### config.mk
export PLATFORM = sky130hd
export DESIGN_NAME = btb_ctrl
export DESIGN_NICKNAME = d
export VERILOG_FILES = /design/src/rtl/btb_ctrl.sv
export SDC_FILE = /design/constraint.sdc
export NUM_CORES = 1
export LEC_CHECK = 0
export ABC_AREA = 1
export BUFFER_PORTS_ARGS = -buffer_cell sky130_fd_sc_hd__buf_2
export CAP_MARGIN = 15
export CELL_PAD_IN_SITES_DETAIL_PLACEMENT = 1
export CELL_PAD_IN_SITES_GLOBAL_PLACEMENT = 2
export CORE_MARGIN = 3
export CORE_UTILIZATION = 26
export CTS_CLUSTER_DIAMETER = 120
export CTS_CLUSTER_SIZE = 25
export DETAILED_ROUTE_END_ITERATION = 16
export GPL_ROUTABILITY_DRIVEN = 0
export PLACE_DENSITY = 0.81
export SLEW_MARGIN = 10
export SYNTH_ARGS = -nofsm -noshare
export SYNTH_HDL_FRONTEND = slang
export SYNTH_SLANG_ARGS = --single-unit
export TNS_END_PERCENT = 20
### constraint.sdc
create_clock -name clk -period 2.7 [get_ports clk]
set_input_delay 0.135 -clock clk [delete_from_list [all_inputs] [get_ports clk]]
set_output_delay 0.135 -clock clk [all_outputs]
set_load 0.02 [all_outputs]
### src/rtl/btb_ctrl.sv
// Branch target buffer controller: arbitrates the single RW port of btb_sram
// between fetch lookups and a one-entry buffered commit update with forwarding.
module btb_ctrl #(
  parameter int unsigned STARVE_LIMIT = 4
) (
  input  logic        clk,
  input  logic        rst,
  input  logic        lookup_valid,
  output logic        lookup_ready,
  input  logic [31:0] lookup_pc,
  output logic        resp_valid,
  output logic        resp_hit,
  output logic [31:0] resp_target,
  input  logic        upd_valid,
  output logic        upd_ready,
  input  logic [31:0] upd_pc,
  input  logic [31:0] upd_target,
  input  logic        upd_taken,
  output logic        sram_csb0,
  output logic        sram_web0,
  output logic [3:0]  sram_addr0,
  output logic [55:0] sram_din0,
  input  logic [55:0] sram_dout0
);

  typedef enum logic [1:0] {
    OP_IDLE,
    OP_READ,
    OP_WRITE,
    OP_INVAL
  } op_e;

  localparam logic [3:0] LIMIT = 4'(STARVE_LIMIT);

  logic [15:0] valid;

  logic        buf_valid;
  logic [3:0]  buf_idx;
  logic [25:0] buf_tag;
  logic [29:0] buf_tgt;
  logic        buf_taken;
  logic [3:0]  cnt;

  logic        resp_pending;
  logic [25:0] snap_tag;
  logic        snap_valid;
  logic        snap_fwd;
  logic        snap_fwd_hit;
  logic [29:0] snap_fwd_tgt;

  logic [3:0]  lookup_idx;
  logic [25:0] lookup_tag;
  logic        lookup_fire;
  logic        fwd;
  logic        drain;
  op_e         op;
  logic        sel_hit;
  logic [29:0] sel_tgt;
  logic        unused_bits;

  assign lookup_idx  = lookup_pc[5:2];
  assign lookup_tag  = lookup_pc[31:6];
  assign lookup_fire = lookup_valid && lookup_ready;
  assign fwd         = buf_valid && (buf_idx == lookup_idx);
  assign upd_ready   = !rst && !buf_valid;
  assign unused_bits = ^{lookup_pc[1:0], upd_pc[1:0], upd_target[1:0]};

  // Arbitration: a starved buffer pre-empts lookups; otherwise lookups win
  // and the buffer drains only on idle cycles.
  always_comb begin
    op           = OP_IDLE;
    drain        = 1'b0;
    lookup_ready = 1'b0;
    if (!rst) begin
      if (buf_valid && cnt == LIMIT) begin
        drain = 1'b1;
      end else begin
        lookup_ready = 1'b1;
        if (lookup_valid) begin
          op = OP_READ;
        end else if (buf_valid) begin
          drain = 1'b1;
        end
      end
      if (drain) begin
        op = buf_taken ? OP_WRITE : OP_INVAL;
      end
    end
  end

  always_comb begin
    sram_csb0  = 1'b1;
    sram_web0  = 1'b1;
    sram_addr0 = '0;
    sram_din0  = '0;
    unique case (op)
      OP_READ: begin
        sram_csb0  = 1'b0;
        sram_addr0 = lookup_idx;
      end
      OP_WRITE: begin
        sram_csb0  = 1'b0;
        sram_web0  = 1'b0;
        sram_addr0 = buf_idx;
        sram_din0  = {buf_tag, buf_tgt};
      end
      default: ;
    endcase
  end

  always_ff @(posedge clk) begin
    if (rst) begin
      valid        <= '0;
      buf_valid    <= 1'b0;
      buf_idx      <= '0;
      buf_tag      <= '0;
      buf_tgt      <= '0;
      buf_taken    <= 1'b0;
      cnt          <= '0;
      resp_pending <= 1'b0;
      snap_tag     <= '0;
      snap_valid   <= 1'b0;
      snap_fwd     <= 1'b0;
      snap_fwd_hit <= 1'b0;
      snap_fwd_tgt <= '0;
    end else begin
      resp_pending <= lookup_fire;
      if (lookup_fire) begin
        snap_tag     <= lookup_tag;
        snap_valid   <= valid[lookup_idx];
        snap_fwd     <= fwd;
        snap_fwd_hit <= buf_taken && (buf_tag == lookup_tag);
        snap_fwd_tgt <= buf_tgt;
      end

      if (op == OP_WRITE) valid[buf_idx] <= 1'b1;
      if (op == OP_INVAL) valid[buf_idx] <= 1'b0;

      if (drain) begin
        buf_valid <= 1'b0;
        cnt       <= '0;
      end else if (buf_valid && cnt != LIMIT) begin
        cnt <= cnt + 4'd1;
      end

      // upd_ready excludes any cycle in which the buffer drains.
      if (upd_valid && upd_ready) begin
        buf_valid <= 1'b1;
        buf_idx   <= upd_pc[5:2];
        buf_tag   <= upd_pc[31:6];
        buf_tgt   <= upd_target[31:2];
        buf_taken <= upd_taken;
      end
    end
  end

  always_comb begin
    if (snap_fwd) begin
      sel_hit = snap_fwd_hit;
      sel_tgt = snap_fwd_tgt;
    end else begin
      sel_hit = snap_valid && (sram_dout0[55:30] == snap_tag);
      sel_tgt = sram_dout0[29:0];
    end
  end

  assign resp_valid  = resp_pending && !rst;
  assign resp_hit    = resp_valid && sel_hit;
  assign resp_target = resp_hit ? {sel_tgt, 2'b00} : '0;

endmodule

Yosys cells after proc, flatten, opt, wreduce, memory -nomap -nowiden. Cells that the tools add are included.

Register bits after elaboration: 142. Latch bits: 0. RAM bits: 0. Memory bits (read-only): 0. Input port bits: 157. Output and inout port bits: 98. Word-level logic and storage cells: 72. Memories: 0.

Add/subtract/negate cells: 1. $mul: 0. Divide/modulo/power cells: 0. Magnitude comparators: 3. Eq/ne operators: 8. Shift operators: 0. Multiplexer cells: 28. Bitwise gates (word level): 3. Reduce and logical (&&, ||, !) cells: 16.

Operators with widths (number): 56-bit 2-to-1 mux (1); 26-bit == test (2); 16-bit 2-to-1 mux (3); 32-bit 2-to-1 mux (1); 30-bit 2-to-1 mux (1); 1-bit 2-to-1 mux (17); 16-bit AND (1); 16-bit NOT (1); 16-bit OR (1); 1-bit logical AND (11); 4-bit by 5-bit less-than comparator with 1-bit output (second input constant) (2); 4-bit case mux with 2 select lines (1); 4-bit by 1-bit adder with 4-bit output (second input constant) (1); 1-bit binary-select mux with 4-bit select (1); 1-bit demux with 4-bit select (1); 2-bit == test (second input constant) (2); 4-bit by 3-bit == test with 1-bit output (second input constant) (1); 4-bit == test (1); 4-bit by 1-bit >= comparator with 1-bit output (second input constant) (1); 2-bit 2-to-1 mux (2); 4-bit by 3-bit != test with 1-bit output (second input constant) (1); 2-bit OR reduction (2); 2-bit by 1-bit == test with 1-bit output (second input constant) (1); 1-bit logical NOT (2); 2-bit nonzero test (1).

Longest topological paths before layout.
Depth after elaboration: 11. Depth in mapped cells: 15. Mapped depth without buffers: 11.

Worst setup path before layout. Ideal clock, no wire load.

Path type: reg2reg. Start point: reg cnt[0]. End point: reg valid[13]. Setup time: 0.128 ns. Arrival: 2.513 ns. Data required time: 2.572 ns. Slack: 0.059 ns. Cell stages (with the launch flop): 16. Buffers on the path: 4. Period minus slack after synthesis: 2.641 ns. Cell sequence: dfxtp_1 inv_1 ha_1 nand4_1 nand3_1 buf_4 buf_4 o31ai_1 inv_1 ha_1 clkbuf_1 inv_1 buf_1 o21ai_0 o21ai_0 nor2_1.

Cells in the longest elaborated chain, start to end: 11. Elaborated cells on any way between the ends: 13. Classes of those cells: eq/ne (3); mux (8); bitwise (1); reduce/logical (1).

Ends and longest elaborated chain: start: declaration (RTL line 42) `logic [3:0] cnt;`; start signal: assignment (RTL line 143) `cnt <= cnt + 4'd1;`; 4-bit by 3-bit == test with 1-bit output (*) (RTL line 75) `if (buf_valid && cnt == LIMIT) begin`; 1-bit logical AND (*) (RTL line 75); 1-bit 2-to-1 mux (RTL line 75); 1-bit 2-to-1 mux (RTL line 74) `if (!rst) begin`; 2-bit 2-to-1 mux (*) (RTL line 85) `if (drain) begin`; 2-bit 2-to-1 mux (*) (RTL line 74); 2-bit == test (RTL line 136) `if (op == OP_WRITE) valid[buf_idx] <= 1'b1;`; 16-bit 2-to-1 mux (RTL line 136); 16-bit 2-to-1 mux (RTL line 112) `if (rst) begin`; 16-bit AND (no line); 16-bit 2-to-1 mux (*) (RTL line 137) `if (op == OP_INVAL) valid[buf_idx] <= 1'b0;`; end signal: assignment (RTL line 113) `valid <= '0;`; end signal: indexed assignment (RTL line 136); end signal: indexed assignment (RTL line 137); end: declaration (RTL line 35) `logic [15:0] valid;`.

Mark *: on every way between the ends. The rest lies on a longest branch, timed or not. The select of a mux whose other input is x is not followed. A chain may end at the register's enable or synchronous reset.

Worst setup path in the final report.
Start point: reg cnt[0]. End point: out sram_addr0[0].

Cells in the longest elaborated chain, start to end: 8. Elaborated cells on any way between the ends: 10. Classes of those cells: eq/ne (3); mux (6); reduce/logical (1).

Ends and longest elaborated chain: 4-bit by 3-bit == test with 1-bit output (*) (RTL line 75); 1-bit logical AND (*) (RTL line 75); 1-bit 2-to-1 mux (RTL line 75); 1-bit 2-to-1 mux (RTL line 74); 2-bit 2-to-1 mux (*) (RTL line 85); 2-bit 2-to-1 mux (*) (RTL line 74); 2-bit == test or 2-bit by 1-bit == test with 1-bit output (tied branches) (RTL line 96) `unique case (op)`; 4-bit case mux with 2 select lines (*) (RTL line 96); end: declaration (RTL line 21) `output logic [3:0] sram_addr0,`.

Marked as above.

==> flow_summary.toml <==
[synth]
synth.yosys.seq_area_share = 0.3854
async_flop_share = 0
ys.flop_type = "dfxtp_1"
syn_inst = 1131
synth_top_cell_by_area = "dfxtp_1"
ys_seq_elements = 142
synthTopCellsByArea = "dfxtp_1 (39%), nand2_1 (20%), inv_1 (8.9%)"
ys_warn_count = 0
netlist_area_sq_um = 7376
synth_top_area_frac = 0.3854
avgSynthCellArea_sq_um = 6.522
synth-edff-count = 0
synth.distinct_cells = 33

[global_route]
grt.total_usage = 0.1849
grt_pass1_vias = 8331
grt_first_pass_wirelength_mm = 44.59
grt_overflow = 0
antenna_found_initial = 2
grt_max_degree = 67

[worst_setup_path]
critPathKind = "reg -> out"
setup.worst_path.start_class = "flop"
cp-end-kind = "output port"
crit_top_cell = "inv_1"
rrSetupSlack_ps = 480
arrival_ps = 2360
cp_max_fo = 27
slowest_stage = "dfxtp_1"
crit_chain = "inv_1 -> ha_1 -> nand4_1 -> o21ai_1 -> inv_1 -> nor2_4 -> ha_4 -> buf_12 -> nand2_1 -> a21oi_1 -> buf_2"
cp.required_ps = 2570
cp_slowest_stage_delay_ps = 330

[layout]
nets = 1573
drive_above_1_share = 0.2324
synthToLayoutAreaGrowth_pct = 39.03
multi_input_area_sq_um = 3617
fillCellCount = 3588
layout_common_cells = "nand2_1 (391), buf_2 (244), inv_1 (173)"
seqCellArea_sq_um = 2844
fin_cells = 1804
final_common_cell = "nand2_1"

[pwr]
power.density_nw_per_um2 = 538.4
p_sw_mw = 1.528
seq_power_share = 0.414
netSwitchingFraction = 0.2767
p_clk_frac = 0.450
power_mw = 5.521
p_leak_nw = 5.084
ir_drop_mv = 0.3509
p_int_mw = 3.993
combPwrFrac = 0.136

[sta]
skew_ps = 17.80
timing.final.ws_setup_ps = 203.6
slew_headroom = 0.4771
setup_viol = 0
hold_viol = 0
maxSlewViolCount = 0
min_period_over_period = 0.9246
fmax_ghz = 0.4006
worstMarginPinSlew_ps = 784.3
fin_crit_ps = 2496

[run_status]
outcome = "complete, no violations"

[floorplanning]
core-area_sq_um = 27860
initial_core_util = 0.2648
io_pins = 255
chipHeight_um = 174.4
num_rows = 61
die_area_sq_um = 30430
die_x_um = 174.4

[detailed_routing]
drc = 0
drt_iter0_markers = 295
totalWireLength_mm = 28.20
dr_total_vias = 8012
dr.pass1.iters = 4
wl_per_cell_um = 15.63
viasPerCell = 4.441
ant_nets = 0

[min_path]
hp-class = "in -> reg"

[cts]
cts_buffers = 17
tritoncts = "yes"
clock_sinks = 142
cts_buffer_depth = 2
post-cts-setup-buffers = 0
root_buffer = "clkbuf_16"
htree_levels = 4
clkTransAtPathRegs_ps = 60
clock_latency_ps = 430

[placed_design]
preCtsSetupSlack_ps = 368.8
io_buffers = 246
dp.final_hpwl_mm = 20.39
place_inst = 1707

[job]
cap_violations = 0
-- routing by layer --
layer	track usage	share of wire
met3	0.03058	0.033
met1	0.2340	0.45
met4	0.05228	0.016
met5	0	0
met2	0.3239	0.50
-- stage by stage --
stage / instance area (sq um) / utilization / hold WS (ps) / TNS [ps]
finish: 10250 / 0.3681 / 35.40 / 0
global route: 10250 / 0.3681 / 46.49 / -1.680
CTS: 10210 / 0.3664 / 16.69 / 0
detailed placement: 8952 / 0.3214 / 341.3 / 0
global placement: 8952 / 0.3214 / 333.7 / 0
floorplan: 7380 / - / 247.7 / 0
-- cell families (layout without fill, tap and decap cells) --
family	Yosys count	after routing	synth area share
other	1	4	0.0005084
xor gates and xnor gates	10	10	0.01188
DFF	142	142	0.3854
and+or+nand+nor	503	503	0.2723
muxes	30	30	0.04071
adders and majority gates	5	5	0.008482
buffers and inverters	239	531	0.1313
AOI/OAI and AO/OA	201	201	0.1494
-- what timing repair did --
item,4_1_cts,5_1_grt
resized for setup,4,10
endpoints found under the setup margin,45,69
pin swaps,0,2
endpoints found under the hold margin,63,0
hold buffers,63,0
-- path summary, 6_finish.rpt --
path,startpoint,endpoint,cells after the start
hold reg to reg,snap_fwd_tgt[6],snap_fwd_tgt[6],2
setup reg to reg,cnt[0],snap_fwd_tgt[26],8
setup / recovery,cnt[0],sram_addr0[0],11
hold / removal,upd_valid,buf_valid,3
-- state kept, by name, indices dropped and copies added, names as in the netlist --
signal and flops:
snap_valid 1, snap_fwd_hit 1, resp_pending 1, snap_tag 26
snap_fwd 1, snap_fwd_tgt 30, cnt 4, buf_tag 26
buf_tgt 30, buf_idx 4, valid 16, buf_valid 1
buf_taken 1
-- power groups by stage --
| stage | sequential, mW | clock [mW] | combinational (mW) |
|---|---|---|---|
| 2_1_floorplan | 2.31 | 0 | 0.402 |
| 3_3_place_gp | 2.33 | 0 | 0.657 |
| 4_1_cts | 2.29 | 2.57 | 0.753 |
| 3_5_place_dp | 2.34 | 0 | 0.671 |
| 6_report | 2.29 | 2.48 | 0.749 |
| 5_1_grt | 2.30 | 2.67 | 0.847 |
-- cells in the mapped netlist, types with 2 or more instances --
cell       number
o21ai_0        84
o31ai_1        24
xor2_1          2
ha_1            5
inv_2           3
nand3b_1        3
buf_6           3
buf_2          17
buf_4           7
xnor2_1         8
nor2_1         60
dfxtp_1       142
nand2_1       391
clkbuf_1       32
inv_1         174
o21ai_1         4
o22ai_1         9
o2111ai_1       2
a21oi_1        71
o211ai_1        5
nor2_2         29
mux2i_1        30
nand4_1         3
buf_1           2
nand3_1        13
-- layout make-up --
| type | instances | share of cell area |
|---|---|---|
| Sequential cell | 142 | 0.2773 |
| Clock buffer | 18 | 0.04185 |
| Inverter | 177 | 0.06515 |
| Antenna cell | 2 | 0.0004880 |
| Tap cell | 378 | 0.04612 |
| Timing Repair Buffer | 322 | 0.1989 |
| Multi-Input combinational cell | 751 | 0.3527 |
| Clock inverter | 14 | 0.01745 |
-- critical path: cells and delay by family, from the launching register on --
family	cells	cell delay, ps
buffers and inverters	4	550
and+or+nand+nor	3	380
DFF	1	330
adders and majority gates	2	370
AOI/OAI and AO/OA	2	280
Power figures use the tool's default switching activity.
